File: src/rtl/alu_result_capture_pkg.sv
// Shared constants for the accumulator computer's result-capture path.
// Build option: CAPTURE_DEDUP_EN (see alu_result_capture.sv).
package alu_result_capture_pkg;

  localparam int unsigned CAP_DATA_W = 4;
  localparam int unsigned CAP_DEPTH  = 8;
  localparam int unsigned CAP_DROP_W = 8;

  // Occupancy counter width: must hold 0..depth inclusive.
  function automatic int unsigned level_w(input int unsigned depth);
    return $clog2(depth) + 1;
  endfunction

endpackage

File: src/rtl/alu_result_capture_sync_fifo.sv
// First-word-fall-through synchronous FIFO with registered pointers and level.
// Caller only pushes when there is room (or a pop frees a slot) and only pops when non-empty.
module sync_fifo
  import alu_result_capture_pkg::*;
#(
  parameter int unsigned DATA_W = CAP_DATA_W,
  parameter int unsigned DEPTH  = CAP_DEPTH
) (
  input  logic                       clk,
  input  logic                       rst_n,
  input  logic                       push_i,
  input  logic                       pop_i,
  input  logic [DATA_W-1:0]          wdata_i,
  output logic [DATA_W-1:0]          rdata_o,
  output logic [level_w(DEPTH)-1:0]  level_o,
  output logic                       full_o,
  output logic                       empty_o
);

  localparam int unsigned AW = $clog2(DEPTH);
  localparam int unsigned LW = level_w(DEPTH);

  logic [DATA_W-1:0] mem_q [DEPTH];
  logic [AW-1:0]     wr_ptr_q, wr_ptr_d;
  logic [AW-1:0]     rd_ptr_q, rd_ptr_d;
  logic [LW-1:0]     level_q, level_d;

  // Power-of-two depth lets the pointers wrap by natural overflow.
  always_comb begin
    wr_ptr_d = push_i ? wr_ptr_q + AW'(1) : wr_ptr_q;
    rd_ptr_d = pop_i  ? rd_ptr_q + AW'(1) : rd_ptr_q;
    level_d  = level_q;
    unique case ({push_i, pop_i})
      2'b10:   level_d = level_q + LW'(1);
      2'b01:   level_d = level_q - LW'(1);
      default: level_d = level_q;
    endcase
  end

  always_ff @(posedge clk or negedge rst_n) begin
    if (!rst_n) begin
      wr_ptr_q <= '0;
      rd_ptr_q <= '0;
      level_q  <= '0;
    end else begin
      wr_ptr_q <= wr_ptr_d;
      rd_ptr_q <= rd_ptr_d;
      level_q  <= level_d;
    end
  end

  always_ff @(posedge clk) begin
    if (push_i) mem_q[wr_ptr_q] <= wdata_i;
  end

  assign empty_o = (level_q == '0);
  assign full_o  = (level_q == LW'(DEPTH));
  assign level_o = level_q;
  assign rdata_o = empty_o ? '0 : mem_q[rd_ptr_q];

endmodule

File: src/rtl/alu_result_capture.sv
// Captures strobed ALU results into a FIFO drained over valid/ready; overflow is counted.
// Build option: define CAPTURE_DEDUP_EN to suppress captures repeating the last stored value.
module alu_result_capture
  import alu_result_capture_pkg::*;
#(
  parameter int unsigned DATA_W = CAP_DATA_W,
  parameter int unsigned DEPTH  = CAP_DEPTH,
  parameter int unsigned DROP_W = CAP_DROP_W
) (
  input  logic                       clk,
  input  logic                       rst_n,
  input  logic [DATA_W-1:0]          alu_out,
  input  logic                       cap_en,
  output logic [DATA_W-1:0]          out_data,
  output logic                       out_valid,
  input  logic                       out_ready,
  output logic [level_w(DEPTH)-1:0]  level,
  output logic                       full,
  output logic                       empty,
  output logic [DROP_W-1:0]          drop_cnt
);

  function automatic logic [DROP_W-1:0] sat_inc(input logic [DROP_W-1:0] v);
    return (&v) ? v : v + DROP_W'(1);
  endfunction

  logic              pop, push, drop, dup, qual;
  logic [DROP_W-1:0] drop_cnt_q, drop_cnt_d;

`ifdef CAPTURE_DEDUP_EN
  logic [DATA_W-1:0] last_val_q;
  logic              last_vld_q;

  assign dup = last_vld_q && (alu_out == last_val_q);

  always_ff @(posedge clk or negedge rst_n) begin
    if (!rst_n)    last_vld_q <= 1'b0;
    else if (push) last_vld_q <= 1'b1;
  end

  // Only accepted pushes refresh the reference; dropped samples leave it alone.
  always_ff @(posedge clk) begin
    if (push) last_val_q <= alu_out;
  end
`else
  assign dup = 1'b0;
`endif

  assign out_valid = ~empty;
  assign pop       = out_valid & out_ready;
  assign qual      = cap_en & ~dup;
  // A simultaneous pop frees the slot, so a full FIFO can still accept.
  assign push      = qual & (~full | pop);
  assign drop      = qual & full & ~pop;

  always_comb begin
    drop_cnt_d = drop ? sat_inc(drop_cnt_q) : drop_cnt_q;
  end

  always_ff @(posedge clk or negedge rst_n) begin
    if (!rst_n) drop_cnt_q <= '0;
    else        drop_cnt_q <= drop_cnt_d;
  end

  assign drop_cnt = drop_cnt_q;

  sync_fifo #(
    .DATA_W (DATA_W),
    .DEPTH  (DEPTH)
  ) u_fifo (
    .clk     (clk),
    .rst_n   (rst_n),
    .push_i  (push),
    .pop_i   (pop),
    .wdata_i (alu_out),
    .rdata_o (out_data),
    .level_o (level),
    .full_o  (full),
    .empty_o (empty)
  );

endmodule

File: config.mk
export PLATFORM = sky130hd
export DESIGN_NAME = alu_result_capture
export DESIGN_NICKNAME = d
export VERILOG_FILES = /design/src/rtl/alu_result_capture_pkg.sv /design/src/rtl/alu_result_capture_sync_fifo.sv /design/src/rtl/alu_result_capture.sv
export SDC_FILE = /design/constraint.sdc
export NUM_CORES = 1
export LEC_CHECK = 0
export ABC_AREA = 1
export BUFFER_PORTS_ARGS = -buffer_cell sky130_fd_sc_hd__buf_2
export CAP_MARGIN = 20
export CORE_ASPECT_RATIO = 0.7
export CORE_MARGIN = 2
export CORE_UTILIZATION = 55
export DETAILED_ROUTE_END_ITERATION = 6
export GPL_ROUTABILITY_DRIVEN = 0
export GPL_TIMING_DRIVEN = 1
export PLACE_DENSITY = 0.76
export SYNTH_ARGS = -nofsm -noshare
export SYNTH_HDL_FRONTEND = slang
export SYNTH_SLANG_ARGS = --single-unit
export TNS_END_PERCENT = 100
File: constraint.sdc
create_clock -name clk -period 4.9 [get_ports clk]
set_clock_uncertainty 0.15 [all_clocks]
set_input_delay 0 -clock clk [delete_from_list [all_inputs] [get_ports clk]]
set_output_delay 0 -clock clk [all_outputs]
set_load 0.02 [all_outputs]
-- Word level (Yosys, flattened, before mapping)
Memories as Yosys holds them, arrays and structs flattened.
Index checks and enable logic that the tools add are counted.
- register bits: 18
- bits in latches: 0
- memory bits (writable): 32
- bits in read-only memories: 0
- input bits: 8
- output and inout port bits: 19
- word-level logic and storage cells: 30
- memories kept: 1
- memories (name ; words ; bits a word ; rd ports ; clocked after memory_dff ; wr ports ; line ; source):
    u_fifo.mem_q ; 8 ; 4 ; 1 ; 0 ; 1 ; alu_result_capture_sync_fifo.sv:23 ; logic [DATA_W-1:0] mem_q [DEPTH];
- add/sub/neg operators: 5
- multiply operators: 0
- div/mod/pow operators: 0
- magnitude comparators: 0
- equality and inequality tests: 3
- shift-type cells: 0
- muxes and demuxes: 4
- bitwise logic cells: 9
- reductions and logical operators: 4
- operators with widths (operator ; count):
    adder 8 x 1 -> 8 bit, second input constant ; 1
    one-hot mux 4 bit (2 select lines) ; 1
    AND reduction 8 bit ; 1
    adder 3 x 1 -> 3 bit, second input constant ; 2
    adder 4 x 1 -> 4 bit, second input constant ; 1
    AND 1 bit ; 4
    equality test 4 bit, second input constant ; 1
    logical NOT 4 bit ; 1
    two-way mux 4 bit ; 1
    NOT 1 bit ; 4
    subtractor 4 x 1 -> 4 bit, second input constant ; 1
    equality test 2 x 1 -> 1 bit, second input constant ; 1
    equality test 2 bit, second input constant ; 1
    two-way mux 1 bit ; 2
    AND reduction 2 bit ; 1
    nonzero test 2 bit ; 1
    bitwise OR 1 bit ; 1

-- Logic depth before layout (Yosys ltp)
- depth in word-level cells: 7
- gate-level depth with buffers: 12
- depth with buffers taken out: 11

-- Modules after synthesis
A second synthesis with hierarchy kept.
- cell total of the unflattened synthesis: 244
- area, all modules: 2433.6 um^2
- modules (own cells, without submodules) (module ; times used ; cells each ; area an instance (um^2) ; seq. area each (um^2)):
    sync_fifo ; 1 ; 174 ; 1935.6 ; 1211.2
    alu_result_capture ; 1 ; 70 ; 498.0 ; 200.2

-- Worst setup path after synthesis
OpenSTA, ideal clock, no wires.
- kind: register to register
- from: register u_fifo.level_q[2] (netlist: u_fifo.level_o[2])
- to: memory u_fifo.mem_q[0][0] (netlist bit), enable pin
- setup time: 0.329 ns
- arrival: 1.384 ns
- data required time: 4.421 ns
- slack: 3.037 ns
- cell stages (with the launch flop): 8
- buffers on the path: 0
- clock period less this slack: 1.863 ns
- cell sequence: dfrtp_1 > nor2_1 > nand2_2 > nand2_2 > nand2_1 > nand2_2 > or2_1 > nor2_1
- word-level cells in the longest chain between the ends: 7
- elaborated cells between the ends (all ways): 9
- classes of those cells: eq/ne (1); mux (2); bitwise (5); reduce/logical (1)
- ends and longest elaborated chain (element ; line ; source):
    from (decl) ; alu_result_capture_sync_fifo.sv:26 ; logic [LW-1:0] level_q, level_d;
    from (signal assigned) ; alu_result_capture_sync_fifo.sv:48 ; level_q <= level_d;
    logical NOT 4 bit ; alu_result_capture_sync_fifo.sv:56 ; assign empty_o = (level_q == '0);
    NOT 1 bit ; alu_result_capture.sv:49 ; assign out_valid = ~empty;
    AND 1 bit ; alu_result_capture.sv:50 ; assign pop = out_valid & out_ready;
    bitwise OR 1 bit (*) ; alu_result_capture.sv:53 ; assign push = qual & (~full | pop);
    AND 1 bit (*) ; alu_result_capture.sv:53 ;
    two-way mux 1 bit (*) ; alu_result_capture_sync_fifo.sv:53 ; if (push_i) mem_q[wr_ptr_q] <= wdata_i;
    two-way mux 1 bit (not written as such) (*) ; alu_result_capture_sync_fifo.sv:53 ;
    to (decl) ; alu_result_capture_sync_fifo.sv:23 ;
Mark *: on every way between the ends. The rest lies on a longest branch, timed or not.

-- Worst setup path in the final report
- from: register u_fifo.rd_ptr_q[0]
- to: output port out_data[1]
- word-level cells in the longest chain between the ends: 2
- ends and longest elaborated chain (element ; line ; source):
    from (decl) ; alu_result_capture_sync_fifo.sv:25 ; logic [AW-1:0] rd_ptr_q, rd_ptr_d;
    from (signal assigned) ; alu_result_capture_sync_fifo.sv:47 ; rd_ptr_q <= rd_ptr_d;
    memory (8 x 4 bit) ; -- ;
    two-way mux 4 bit ; alu_result_capture_sync_fifo.sv:59 ; assign rdata_o = empty_o ? '0 : mem_q[rd_ptr_q];
    to (decl) ; alu_result_capture.sv:14 ; output logic [DATA_W-1:0] out_data,
Every way passes these cells.

==> impl_metrics.py <==
metrics = {
    "outcome": {
        "status": "completed",
    },
    "die": {
        "core_mm2": 0.00397,
        "io_pins": 27,
        "die_x_um": 81.4,
        "fp.dieH_um": 58.2,
        "fp-row-count": 19,
        "die-area_mm2": 0.00473,
        "initial_core_util": 0.581,
    },
    "cts": {
        "clk_path_buf_depth": 2,
        "cts_resized": 0,
        "post_cts_buffers": 0,
        "cts_buffers": 5,
        "cts_tree": "built",
        "cts_hold_buf": 7,
        "cts_max_level": 2,
        "root_buffer": "clkbuf_8",
        "clkSlewWorstSetupHoldPaths_ns": 0.09,
        "clock_latency_ns": 0.30,
        "cts.sinks": 50,
    },
    "worst_setup_path": {
        "critPathLaunchType": "flop",
        "crit_type": "reg -> out",
        "crit_arrival_ns": 2.19,
        "crit_fanout": 18,
        "critPathCaptureType": "output pin",
        "crit_required_ns": 4.75,
    },
    "timing": {
        "finalHoldViolations": 0,
        "min_period_over_period": 0.477,
        "rsz0062_at_grt": "no",
        "slew_headroom": 0.670,
        "setup_violations": 0,
        "setup_tns_ns": 0,
        "finalCriticalPeriod_ns": 2.34,
        "max_freq_mhz": 428,
        "worstMarginPinSlew_ns": 0.494,
        "final-max-slew-violation-count": 0,
    },
    "routing": {
        "wl_per_cell_um": 14.9,
        "ant_nets": 0,
        "vias_per_cell": 5.23,
        "vias": 1601,
        "drt_first_pass_iters": 5,
        "drc": 0,
        "drt_iter0_drc": 195,
        "wirelength_mm": 4.56,
    },
    "final_layout": {
        "syn2layout_area_growth_pct": 15.0,
        "diodes": 0,
        "nets": 265,
        "fillers": 291,
        "drive_gt1_frac": 0.205,
        "post-route-util": 0.668,
    },
    "synth": {
        "synth_top_area_share": 0.417,
        "synth_cell_types": 30,
        "syn_area_mm2": 0.00231,
        "synthTopCellsByCount": "45 x nor2_1, 32 x edfxtp_1, 27 x nand2_1",
        "avgSynthCellArea_um2": 10.6,
        "ys.flop_type": "edfxtp_1",
        "synth-edff-count": 32,
        "async_flop_share": 0.360,
        "synth_most_common_cell": "nor2_1",
        "yosysTopAreaCell": "edfxtp_1",
        "synth-seq-area-share": 0.612,
        "ys_ff_latch": 50,
        "syn_nets": 230,
        "synth_area_leaders": "edfxtp_1 42%, dfrtp_1 20%, nor2_1 7.3%",
        "syn_inst": 218,
        "ys_warn_count": 0,
    },
    "global_routing": {
        "grtUsageTotal": 0.219,
        "grt.met3_usage": 0.0732,
        "grt_use_met1": 0.356,
        "grt_pass1_wl_mm": 7.49,
        "antenna_found_initial": 0,
        "grt_use_met2": 0.278,
        "grt_overflow": 0,
        "grt_max_degree": 19,
        "first_global_vias": 1499,
        "busiest_layer": "met1",
    },
    "power_and_ir_drop": {
        "power_density_mw_per_mm2": 562,
        "peakVddDrop_mv": 0.359,
        "leakagePower_nw": 1.14,
    },
    "placed_design": {
        "port-buffer-count": 26,
        "place_hpwl_mm": 3.29,
    },
    "min_path": {
        "hp-class": "in -> async",
    },
    "run": {
        "maxCapViolCount": 0,
    },
}
routing by layer:
layer | wire length [um] | vias to the layer above
li1 | - | 802
met1 | 2400 | 749
met2 | 1780 | 46
met3 | 341 | 4
met4 | 32 | 0
met5 | 0 | -
flip-flops by register name, summed over array words and instances (netlist names):
register and flops:
u_fifo.wr_ptr_q 3, u_fifo.mem_q 32, drop_cnt 8, u_fifo.rd_ptr_q 3
u_fifo.level_o 4
where the power goes:
group | internal [mW] | total [mW] | leakage (nW) | switching (mW)
sequential | 0.540 | 0.646 | 0.507 | 0.106
clock | 0.153 | 0.289 | 0.0585 | 0.136
combinational | 0.202 | 0.556 | 0.575 | 0.354
total | 0.895 | 1.49 | 1.14 | 0.596
cells in the final DEF, fill, tap and decap left out, types with 2 or more instances in the layout:
master / n
buf_2: 26
dlygate4sd3_1: 7
dfrtp_1: 18
nand2_1: 27
nand4_1: 2
edfxtp_1: 32
inv_1: 16
o32ai_1: 8
xnor2_1: 3
nor2_1: 45
xor2_1: 10
inv_2: 3
nand3_1: 8
o21ai_0: 13
nand2_2: 10
o21ai_1: 3
clkbuf_8: 5
ha_1: 4
cell type report:
cell class | instances | area [um2] | area share
clock buffers | 5 | 68.8 | 0.0260
multi-input cells | 143 | 787 | 0.297
clock inverters | 3 | 43.8 | 0.0165
well taps | 52 | 65.1 | 0.0245
inverters | 20 | 75.1 | 0.0283
flip-flops and latches | 50 | 1410 | 0.532
repair buffers | 33 | 200 | 0.0755
worst max-delay path: stages (launching register included):
cell and delay, ns:
dfrtp_1 0.66, clkinv_1 0.51, nor2_1 0.21, o32ai_1 0.11, o21ai_0 0.17, nor2_1 0.06
buf_2 0.16
cells by family after synthesis:
| family | Yosys count | synth area share |
|---|---|---|
| and+or+nand+nor | 99 | 0.195 |
| AOI/OAI and AO/OA | 26 | 0.0705 |
| adders and majority gates | 4 | 0.0217 |
| xor gates and xnor gates | 13 | 0.0494 |
| muxes | 1 | 0.00488 |
| buffers and inverters | 25 | 0.0467 |
| DFF | 50 | 0.612 |
path summary, 6_finish.rpt:
| path | from | to | slack [ns] | cells past startpoint |
|---|---|---|---|---|
| min reg2reg | drop_cnt[3] | drop_cnt[3] | 0.36 | 1 |
| min | rst_n | u_fifo.rd_ptr_q[0] | 0.003 | 2 |
| max reg2reg | u_fifo.level_o[0] | u_fifo.mem_q[3][0] | 2.66 | 8 |
| min in group clk | drop_cnt[3] | drop_cnt[3] | 0.36 | 1 |
| max in group asynchronous | rst_n | drop_cnt[4] | 4.30 | 2 |
| max | u_fifo.rd_ptr_q[0] | out_data[1] | 2.56 | 6 |
through the flow:
stage	cells	instance area [um2]	hold WS, ns	total power, mW	worst slack, ns
2_1_floorplan	218	2310	-0.446	1.05	3.04
3_3_place_gp	291	2470	-0.189	1.19	2.71
3_5_place_dp	291	2470	-0.192	1.20	2.68
4_1_cts	306	2650	0.0116	1.49	2.61
5_1_grt	306	2650	0.0284	1.60	2.30
6_report	306	2650	0.00306	1.49	2.56
No activity file was read; power rests on OpenSTA's default activity.
